==> src/rtl/mem_sram_stage.sv <==
// MEM pipeline stage: issues one registered SRAM access per load/store, stalls the
// front end while waiting for mem_ack (with timeout), and feeds the MEM/WB register.
module mem_sram_stage #(
    parameter logic [31:0] BASE_ADDR = 32'd1024,
    parameter int unsigned ADDR_W    = 16,
    parameter int unsigned TIMEOUT   = 15
) (
    input  logic              clk,
    input  logic              rst,
    input  logic              wb_enable,
    input  logic              mem_read_enable,
    input  logic              mem_write_enable,
    input  logic [3:0]        dest,
    input  logic [31:0]       alu_in,
    input  logic [31:0]       val_rm_in,
    input  logic              mem_ack,
    input  logic [31:0]       mem_rdata,
    output logic              mem_req,
    output logic              mem_we,
    output logic [ADDR_W-1:0] mem_addr,
    output logic [31:0]       mem_wdata,
    output logic              ready,
    output logic              mem_err,
    output logic              wb_enable_out,
    output logic              mem_read_enable_out,
    output logic [3:0]        dest_out,
    output logic [31:0]       alu_out,
    output logic [31:0]       mem_data_out
);

    localparam logic [1:0] S_IDLE   = 2'd0;
    localparam logic [1:0] S_ACCESS = 2'd1;
    localparam logic [1:0] S_DONE   = 2'd2;

    localparam logic [3:0]  CNT_LAST  = 4'(TIMEOUT - 1);
    localparam logic [31:0] TIMEOUT_DATA = 32'hDEAD_BEEF;

    logic [1:0]        state_q, state_d;
    logic [3:0]        cnt_q, cnt_d;
    logic              mem_req_q, mem_req_d;
    logic              mem_we_q, mem_we_d;
    logic [ADDR_W-1:0] mem_addr_q, mem_addr_d;
    logic [31:0]       mem_wdata_q, mem_wdata_d;
    logic              mem_err_q, mem_err_d;
    logic [31:0]       rdata_q, rdata_d;
    logic              wb_q, wb_d;
    logic              mr_q, mr_d;
    logic [3:0]        dest_q, dest_d;
    logic [31:0]       alu_q, alu_d;
    logic [31:0]       data_q, data_d;
    logic [31:0]       byte_off;

    assign byte_off = alu_in - BASE_ADDR;

    always_comb begin
        state_d     = state_q;
        cnt_d       = cnt_q;
        mem_req_d   = mem_req_q;
        mem_we_d    = mem_we_q;
        mem_addr_d  = mem_addr_q;
        mem_wdata_d = mem_wdata_q;
        mem_err_d   = mem_err_q;
        rdata_d     = rdata_q;
        ready       = 1'b0;

        case (state_q)
            S_IDLE: begin
                if (mem_read_enable || mem_write_enable) begin
                    state_d     = S_ACCESS;
                    cnt_d       = '0;
                    mem_req_d   = 1'b1;
                    mem_we_d    = mem_write_enable;
                    mem_addr_d  = byte_off[ADDR_W+1:2];
                    mem_wdata_d = val_rm_in;
                end else begin
                    ready = 1'b1;
                end
            end
            S_ACCESS: begin
                // An ack on the final allowed cycle takes priority over the timeout.
                if (mem_ack) begin
                    rdata_d   = mem_we_q ? '0 : mem_rdata;
                    mem_req_d = 1'b0;
                    mem_we_d  = 1'b0;
                    state_d   = S_DONE;
                end else if (cnt_q == CNT_LAST) begin
                    rdata_d   = TIMEOUT_DATA;
                    mem_err_d = 1'b1;
                    mem_req_d = 1'b0;
                    mem_we_d  = 1'b0;
                    state_d   = S_DONE;
                end else begin
                    cnt_d = cnt_q + 4'd1;
                end
            end
            S_DONE: begin
                ready   = 1'b1;
                state_d = S_IDLE;
            end
            default: state_d = S_IDLE;
        endcase
    end

    always_comb begin
        wb_d   = 1'b0;
        mr_d   = 1'b0;
        dest_d = dest_q;
        alu_d  = alu_q;
        data_d = data_q;
        if (ready) begin
            wb_d   = wb_enable;
            mr_d   = mem_read_enable;
            dest_d = dest;
            alu_d  = alu_in;
            data_d = (state_q == S_DONE) ? rdata_q : '0;
        end
    end

    always_ff @(posedge clk or negedge rst) begin
        if (!rst) begin
            state_q     <= S_IDLE;
            cnt_q       <= '0;
            mem_req_q   <= 1'b0;
            mem_we_q    <= 1'b0;
            mem_addr_q  <= '0;
            mem_wdata_q <= '0;
            mem_err_q   <= 1'b0;
            rdata_q     <= '0;
            wb_q        <= 1'b0;
            mr_q        <= 1'b0;
            dest_q      <= '0;
            alu_q       <= '0;
            data_q      <= '0;
        end else begin
            state_q     <= state_d;
            cnt_q       <= cnt_d;
            mem_req_q   <= mem_req_d;
            mem_we_q    <= mem_we_d;
            mem_addr_q  <= mem_addr_d;
            mem_wdata_q <= mem_wdata_d;
            mem_err_q   <= mem_err_d;
            rdata_q     <= rdata_d;
            wb_q        <= wb_d;
            mr_q        <= mr_d;
            dest_q      <= dest_d;
            alu_q       <= alu_d;
            data_q      <= data_d;
        end
    end

    assign mem_req             = mem_req_q;
    assign mem_we              = mem_we_q;
    assign mem_addr            = mem_addr_q;
    assign mem_wdata           = mem_wdata_q;
    assign mem_err             = mem_err_q;
    assign wb_enable_out       = wb_q;
    assign mem_read_enable_out = mr_q;
    assign dest_out            = dest_q;
    assign alu_out             = alu_q;
    assign mem_data_out        = data_q;

endmodule

==> config.mk <==
export PLATFORM = sky130hd
export DESIGN_NAME = mem_sram_stage
export DESIGN_NICKNAME = d
export VERILOG_FILES = /design/src/rtl/mem_sram_stage.sv
export SDC_FILE = /design/constraint.sdc
export NUM_CORES = 1
export LEC_CHECK = 0
export CAP_MARGIN = 0
export CORE_MARGIN = 3
export CORE_UTILIZATION = 35
export DETAILED_ROUTE_END_ITERATION = 12
export HOLD_SLACK_MARGIN = 0.05
export PLACE_DENSITY = 0.69
export RECOVER_POWER = 50
export SLEW_MARGIN = 20
export SYNTH_ARGS = -nofsm -noshare
export SYNTH_HDL_FRONTEND = slang
export SYNTH_SLANG_ARGS = --single-unit
export TNS_END_PERCENT = 20
==> constraint.sdc <==
create_clock -name clk -period 1.8 [get_ports clk]
set_clock_uncertainty 0.05 [all_clocks]
set_input_delay 0.36 -clock clk [delete_from_list [all_inputs] [get_ports clk]]
set_output_delay 0.36 -clock clk [all_outputs]
set_load 0.05 [all_outputs]
# Yosys cells after proc, flatten, opt, wreduce, memory -nomap -nowiden
# Cells that the tools add are included.
# W data, S select, Z words.
dict set report classes {
  add_sub_neg 2
  n_eq_ne 7
  muxes 22
  bitwise_logic 1
  reduce_logical 10
}
# cell count
set ops {}
lappend ops {{$mux W32} 4}
lappend ops {{$sub A18 B11 Y18 const B} 1}
lappend ops {{$mux W4} 3}
lappend ops {{$pmux W4 S2} 1}
lappend ops {{$mux W1} 7}
lappend ops {{$mux W2} 3}
lappend ops {{$ne A2 B2 Y1 const B} 3}
lappend ops {{$pmux W1 S2} 3}
lappend ops {{$reduce_and A2 Y1} 3}
lappend ops {{$reduce_and A3 Y1} 2}
lappend ops {{$add A4 B1 Y4 const B} 1}
lappend ops {{$eq A4 B4 Y1 const B} 1}
lappend ops {{$pmux W2 S2} 1}
lappend ops {{$reduce_and A4 Y1} 1}
lappend ops {{$reduce_bool A2 Y1} 2}
lappend ops {{$ne A3 B3 Y1 const B} 1}
lappend ops {{$eq A2 B1 Y1 const B} 1}
lappend ops {{$eq A2 B2 Y1 const B} 1}
lappend ops {{$logic_not A2 Y1} 1}
lappend ops {{$logic_or A1 B1 Y1} 1}
lappend ops {{$not A1 Y1} 1}
dict set report word_totals {
  reg_bits 159
  in_bits 106
  output_inout_bits 122
  elab_cells 55
}

# Depth between registers and ports, before layout
# Gate-level depths: netlist (run 1).
dict set report logic_depth {
  ltp_word 4
  ltp_mapped 7
}

# Worst setup path before layout (run 1)
# Ideal clock, no wire load.
dict set report synth_path {
  kind {reg2reg}
  start {register cnt_q[0]}
  end {register rdata_q[5]}
  setup_time_ns 0.121
  t_arrival_ns 1.566
  slack_ns 0.063
  stages_incl_launch_ff 8
  path_buffers 1
  period_less_slack_ns 1.737
  cell_sequence {dfrtp_1 > inv_1 > ha_1 > and3_1 > o21ai_2 > inv_2 > buf_2 > o22a_1}
}
dict set report synth_between {
  elab_chain_len 3
}
# element line_no
set synth_lines {}
lappend synth_lines {{from (decl)} 39} ;# logic [3:0] cnt_q, cnt_d;
lappend synth_lines {{from (signal assigned)} 136} ;# cnt_q <= cnt_d;
lappend synth_lines {{$eq A4 B4 Y1} 86} ;# end else if (cnt_q == CNT_LAST) begin
lappend synth_lines {{$reduce_bool A2 Y1 (no line)} -}
lappend synth_lines {{$reduce_and A2 Y1 (no line)} -}
lappend synth_lines {{to (signal assigned)} 142} ;# rdata_q <= rdata_d;
lappend synth_lines {{to (decl)} 45} ;# logic [31:0] rdata_q, rdata_d;
# Every way passes these cells.
# A chain may end at the register's enable or synchronous reset.

# Worst setup path in the final report (run 1)
dict set report layout_path {
  start {register mem_we_q (netlist: mem_we)}
  end {output mem_we}
}
# element line_no
set layout_lines {}
lappend layout_lines {{from (decl)} 41} ;# logic mem_we_q, mem_we_d;
lappend layout_lines {{from (signal assigned)} 138} ;# mem_we_q <= mem_we_d;
lappend layout_lines {{to (decl)} 19} ;# output logic mem_we,
# No word-level cell between the ends.

==> reports/summary.txt, run 1 <==
post-synthesis sequential area ratio -> 0.651
Worst path top cell family by delay -> flip-flops
clock sink total -> 159
Core Area -> 0.0168 mm²
Worst EP required -> 1.39 ns
routed vias -> 4760
Die Wd -> 138 µm
Final min period -> 1.74 ns
CP Cell Sequence -> buf_12
DR iter-0 viols -> 200
fillers -> 1482
Final setup violation count -> 0
Mapped Area -> 0.00611 mm²
synth top area cells -> dfrtp_1 65%, nand2_1 8.4%, mux2_2 6.6%
Max VDD drop -> 1100 µV
I/O pin count -> 228
Clock transition at path regs -> 0.06 ns
Die H -> 138 µm
setup ws final -> 0.0623 ns
Setup WS pre-CTS -> -0.326 ns
worst rel slew slack -> 0.366
CP endpoint kind -> output pin
Worst-Margin Slew -> 0.951 ns
WL/cell -> 16.1 µm
max-cap violation count -> 0
crit path buf inv count -> 1
antenna viol nets, final -> 0
Tcrit/Tclk final -> 0.965
CP max stage cell -> dfrtp_1
Highest Clock Rate -> 0.575 GHz
layout cells sized above 1 -> 0.304
largest net degree at the start of global routing -> 43
Final Cell Area -> 0.00901 mm²
Placer Congestion -> 0.813
status -> complete, no violations
final cell count without fillers -> 990
area leader, netlist -> dfrtp_1
DP Cell Count -> 954
IO Port Bufs -> 227
Diodes inserted -> 0
Netlist cell types -> 36
Min-Delay Path Class -> in2reg
RSZ-0062 raised after global routing -> false
Leak -> 4.37 nW
Synth Flop Type -> dfrtp_1
drt first pass iters -> 4
critical path launch point type -> flip-flop
critical path arrival -> 1.33 ns
Post-Synthesis Cells -> 503
crit-path max cell delay -> 0.70 ns
clock root cell -> clkbuf_16
syn_area_per_cell -> 12.1 µm²
Die Footprint -> 0.0191 mm²
Nets -> 866
initial antenna violation count -> 0
CTS Buffer Depth -> 2
post-synth top area share -> 0.651
Total GRT Usage -> 0.170
Synth async-reset ratio -> 1.00
CTS Buf Count -> 17
starting density of the core -> 0.363
synth warn -> 0
final hold vios -> 0
Final Total Pwr -> 19.7 mW
Syn Nets -> 612
DR vias/cell -> 4.81
Power Dens Cells -> 2190 mW/mm²
CTS H-tree lvls -> 4
synthesis-stage register bit count -> 159
Slew Viols, Final -> 0
Post-synth EDFFs -> 0
Setup Crit Path Kind -> reg2out
synth-to-layout area growth -> 47.5%
Detailed Route WL -> 15.9 mm
vias in the first global route -> 4927
critical path fanouts, max -> 14
first-pass GRT wire length -> 26.4 mm
Post-DP HPWL -> 11.6 mm
clock latency at the later pin of the worst-skew pair -> 0.41 ns
grt ovf -> 0
site row count -> 47
Placed Area -> 0.00856 mm²
CTS tree -> done
DRC Markers -> 0
==> Yosys cell counts, types with 2 or more instances <==
library cell,number
buf_6,5
nor2b_1,25
nand2_1,136
inv_1,6
mux2_2,36
xor2_1,3
nor3_1,3
buf_2,6
nor2_1,8
clkbuf_1,16
xnor2_1,2
a22o_1,40
mux2i_1,2
dfrtp_1,159
o21ai_0,9
ha_1,3
o22a_1,24
o31ai_1,2
==> routing by layer <==
| metal | global-route usage | share of wire | vias up |
|---|---|---|---|
| met5 | 0 | 0 | - |
| met4 | 0.0411 | 0.012 | 0 |
| met1 | 0.221 | 0.44 | 2342 |
| met2 | 0.270 | 0.48 | 179 |
| met3 | 0.0646 | 0.075 | 19 |
| li1 | - | - | 2220 |
==> cell type report <==
| type | count | area (µm²) | area share |
|---|---|---|---|
| sequential | 159 | 3980 | 0.442 |
| timing repair buffer | 263 | 2180 | 0.241 |
| multi-input combinational | 309 | 1960 | 0.218 |
| clock buffer | 21 | 460 | 0.0511 |
| tap | 220 | 275 | 0.0305 |
| clock inverter | 11 | 129 | 0.0143 |
| inverter | 7 | 28.8 | 0.00319 |
==> cells in the final DEF (no fill, tap or decap), types with 3 or more instances in the layout <==
| master | count |
|---|---|
| dfrtp_1 | 158 |
| nand2_1 | 136 |
| clkdlybuf4s50_1 | 102 |
| buf_4 | 95 |
| clkbuf_2 | 53 |
| a22o_1 | 40 |
| mux2_2 | 36 |
| nor2b_1 | 25 |
| o22a_1 | 24 |
| clkbuf_16 | 17 |
| o21ai_0 | 9 |
| nor2_1 | 6 |
| inv_1 | 5 |
| buf_12 | 5 |
| clkinvlp_4 | 4 |
| xor2_1 | 3 |
| ha_1 | 3 |
| buf_6 | 3 |
==> sequential cells by signal, summed over array words and instances, names as in the netlist, 2 cells and up <==
signal        flops
mem_wdata        32
mem_data_out     32
alu_out          32
rdata_q          32
mem_addr         16
dest_out          4
cnt_q             4
state_q           2
==> path summary, 6_finish.rpt <==
kind	from	end	slack, ns	cells past startpoint
max reg2reg	state_q[1]	mem_wdata[29]	0.12	5
max	mem_we	mem_we	0.06	1
min reg2reg	mem_err	mem_err	0.40	1
min	mem_read_enable	mem_read_enable_out	0.31	3
max in group asynchronous	rst	alu_out[26]	0.24	3
min in group asynchronous	rst	mem_data_out[16]	0.58	2
==> power breakdown <==
part | internal (mW) | leakage [nW] | total [mW] | switching, mW
Combinational | 3.20 | 2.14 | 9.94 | 6.74
Clock | 2.13 | 0.278 | 3.56 | 1.43
Sequential | 5.24 | 1.95 | 6.22 | 0.985
==> what timing repair did <==
| action | CTS | global route |
|---|---|---|
| hold buffers | 1 | 0 |
| buffers inserted | 3 | 0 |
| pin swaps | 2 | 0 |
| resized for setup | 6 | 2 |
| hold endpoints to repair | 34 | 0 |
| endpoints found under the setup margin | 1 | 10 |
==> cell families (layout without fill, tap and decap cells) <==
logic type	Yosys count	after routing	synth area share
adder cells (fa/ha/maj)	3	3	0.00614
AND/OR/NAND/NOR	182	182	0.127
XOR/XNOR	5	5	0.00717
flip-flops	159	159	0.651
buffers and inverters	35	302	0.0295
AO/OA/AOI/OAI	81	81	0.109
multiplexers	38	38	0.0696
==> metrics by stage <==
step / TNS, ns / hold WS (ns) / util
after floorplan: 0 / 0.0144 / -
after global placement: -33.11 / 0.243 / 0.509
after detailed placement: -34.46 / 0.243 / 0.509
after CTS: 0 / 0.284 / 0.546
after global routing: 0 / 0.300 / 0.536
final: 0 / 0.311 / 0.536
(Power assumes the default switching activity.)
==> run 2, diff against run 1 <==
--- a/config.mk
+++ b/config.mk
@@ -6,7 +6,7 @@
 export NUM_CORES = 1
 export LEC_CHECK = 0
 export CAP_MARGIN = 0
-export CORE_MARGIN = 3
+export CORE_MARGIN = 1
 export CORE_UTILIZATION = 35
 export DETAILED_ROUTE_END_ITERATION = 12
 export HOLD_SLACK_MARGIN = 0.05
==> reports/summary.txt, run 2 (same netlist as run 1, synthesis figures left out) <==
critical path launch point type -> flip-flop
Final Cell Area -> 0.00900 mm² (about the same)
clock power share -> 0.173 (-0.007)
Seq pwr share -> 0.318 (+0.002)
metal1 wirelength -> 6.68 mm (-4.0%)
Final Total Pwr -> 19.6 mW (-0.40%)
drt first pass iters -> 4 (unchanged)
Tcrit/Tclk final -> 0.962 (-0.00291)
Diodes inserted -> 0 (unchanged)
critical path arrival -> 1.96 ns (+0.63 ns)
Setup Crit Path Kind -> reg2reg
RSZ-0062 raised after global routing -> false
sw frac -> 0.463 (-0.00118)
Nets -> 867 (+0.12%)
area of the multi-input gates -> 0.00196 mm² (unchanged)
grt ovf -> 0 (unchanged)
Die Wd -> 134 µm (-2.9%)
Slew Viols, Final -> 0 (unchanged)
Gate power share -> 0.509 (+0.005)
Power Dens Cells -> 2180 mW/mm² (-0.31%)
DRC Markers -> 0 (unchanged)
routed wl met2 -> 7.62 mm (+0.70%)
clock sink total -> 159 (unchanged)
Placer Congestion -> 0.801 (-1.4%)
net switching power -> 9.09 mW (-0.66%)
Detailed Route WL -> 15.6 mm (-1.7%)
routed vias -> 4694 (-1.4%)
vias in the first global route -> 4841 (-1.7%)
Int Pwr -> 10.5 mW (-0.18%)
final design utilization -> 0.535 (about the same)
Min-Delay Path Class -> in2reg
most frequent cells in the layout -> 157 x dfrtp_1, 136 x nand2_1, 102 x clkdlybuf4s50_1
starting density of the core -> 0.363 (unchanged)
largest net degree at the start of global routing -> 66 (+53%)
Max VDD drop -> 1010 µV (-8.5%)
final hold vios -> 0 (unchanged)
WL/cell -> 15.8 µm (-1.6%)
Detail Route met3 WL -> 1.07 mm (-11%)
CP endpoint kind -> flip-flop
Placed Area -> 0.00853 mm² (-0.41%)
Die H -> 134 µm (-2.9%)
Final setup violation count -> 0 (unchanged)
DR iter-0 viols -> 225 (+13%)
IO Port Bufs -> 227 (unchanged)
commonest non-fill, non-tap cell in the layout -> dfrtp_1
antenna viol nets, final -> 0 (unchanged)
status -> complete, no violations
Worst path most repeated cell -> buf_4
fillers -> 1531 (+3.3%)
max-cap violation count -> 0 (unchanged)
final cell count without fillers -> 989 (-0.10%)
CTS Buffer Depth -> 2 (unchanged)
CTS Buf Count -> 17 (unchanged)
Total GRT Usage -> 0.179 (+0.00936)
CP max stage cell -> or3_2
Reg area -> 0.00398 mm² (about the same)
layout cells sized above 1 -> 0.306 (+0.00170)
Final min period -> 1.73 ns (-0.00523 ns)
Worst-Margin Slew -> 0.737 ns (-0.215 ns)
initial antenna violation count -> 0 (unchanged)
Clock transition at path regs -> 0.06 ns (about the same)
DR vias/cell -> 4.75 (-1.3%)
critical path fanouts, max -> 4 (-10)
synth-to-layout area growth -> 47.4% (about the same)
Post-DP HPWL -> 11.4 mm (-1.9%)
clock root cell -> clkbuf_16
hold slack final -> 0.310 ns (-0.00146 ns)
highest routed layer -> met4
Worst EP required -> 2.03 ns (+0.64 ns)
I/O pin count -> 228 (unchanged)
crit-path max cell delay -> 0.59 ns (-0.11 ns)
Highest Clock Rate -> 0.577 GHz (+0.30%)
Leak -> 4.37 nW (about the same)
CTS tree -> done
CTS H-tree lvls -> 4 (unchanged)
worst rel slew slack -> 0.509 (+0.143)
clock latency at the later pin of the worst-skew pair -> 0.40 ns (about the same)
first-pass GRT wire length -> 25.0 mm (-5.4%)
site row count -> 47 (unchanged)
CP Cell Sequence -> buf_4 > or3_2 > buf_4 > o211ai_1 > o31ai_1
DP Cell Count -> 951 (-0.31%)
Die Footprint -> 0.0180 mm² (-5.7%)
Core Area -> 0.0168 mm² (unchanged)
[run 2: changes by cell type in the layout (fill, tap and decap cells not counted)]
cell / before / now
clkbuf_2: 53 / 55
inv_8: 1 / 0
clkbuf_8: 2 / 1
clkbuf_4: 2 / 1
clkinvlp_4: 4 / 3
dfrtp_1: 158 / 157
buf_6: 3 / 1
clkinv_2: 2 / 5
dfrtp_2: 1 / 2
clkbuf_1: 2 / 1
buf_12: 5 / 7
inv_6: 2 / 1
[run 2: repair_timing]
action,CTS,global route
buffers inserted,4,3
hold buffers,1,0
pin swaps,2,0
setup endpoints to repair,1,1
endpoints found under the hold margin,25,0
resized for setup,6,2
[run 2: routing by layer]
layer / global-route usage / vias up
li1: - / 2211
met1: 0.221 / 2309
met2: 0.295 / 156
met3: 0.0593 / 18
met4: 0.0599 / 0
met5: 0 / -
[run 2: power groups by stage]
| stage | clock network (mW) | registers, mW | logic (mW) |
|---|---|---|---|
| 2_1_floorplan | 0 | 10.4 | 2.63 |
| 3_3_place_gp | 0 | 6.25 | 10.1 |
| 3_5_place_dp | 0 | 6.30 | 10.3 |
| 4_1_cts | 3.49 | 6.26 | 10.4 |
| 5_1_grt | 3.64 | 6.46 | 10.6 |
| 6_report | 3.40 | 6.24 | 9.99 |
[run 2: final timing paths]
check                           startpoint                  end  slack, ns  cells after the start
min reg2reg                        mem_err              mem_err       0.40                      1
max                             state_q[1]             cnt_q[3]       0.07                      5
min                        mem_read_enable  mem_read_enable_out       0.31                      3
max in group asynchronous              rst          mem_addr[0]       0.30                      3
min in group asynchronous              rst     mem_data_out[15]       0.50                      2
max reg2reg                     state_q[1]             cnt_q[3]       0.07                      5
[run 2: critical path: cells and delay by family (launching register included)]
family | cells | cell delay [ns]
AND/OR/NAND/NOR | 1 | 0.59
AO/OA/AOI/OAI | 2 | 0.17
buffers and inverters | 2 | 0.35
flip-flops | 1 | 0.43
[run 2: cell type report]
type / count / area share
well taps: 220 / 0.0306
multi-input cells: 309 / 0.218
repair buffers: 264 / 0.244
flip-flops and latches: 159 / 0.442
clock buffers: 19 / 0.0492
clock inverters: 11 / 0.0129
inverters: 7 / 0.00320
[run 2: per-stage QoR]
stage	setup TNS, ns	setup WS (ns)
global route	0	0.00146
detailed placement	-24.72	-0.282
floorplan	0	0.0628
finish	0	0.0676
CTS	0	0.00112
global placement	-23.17	-0.265
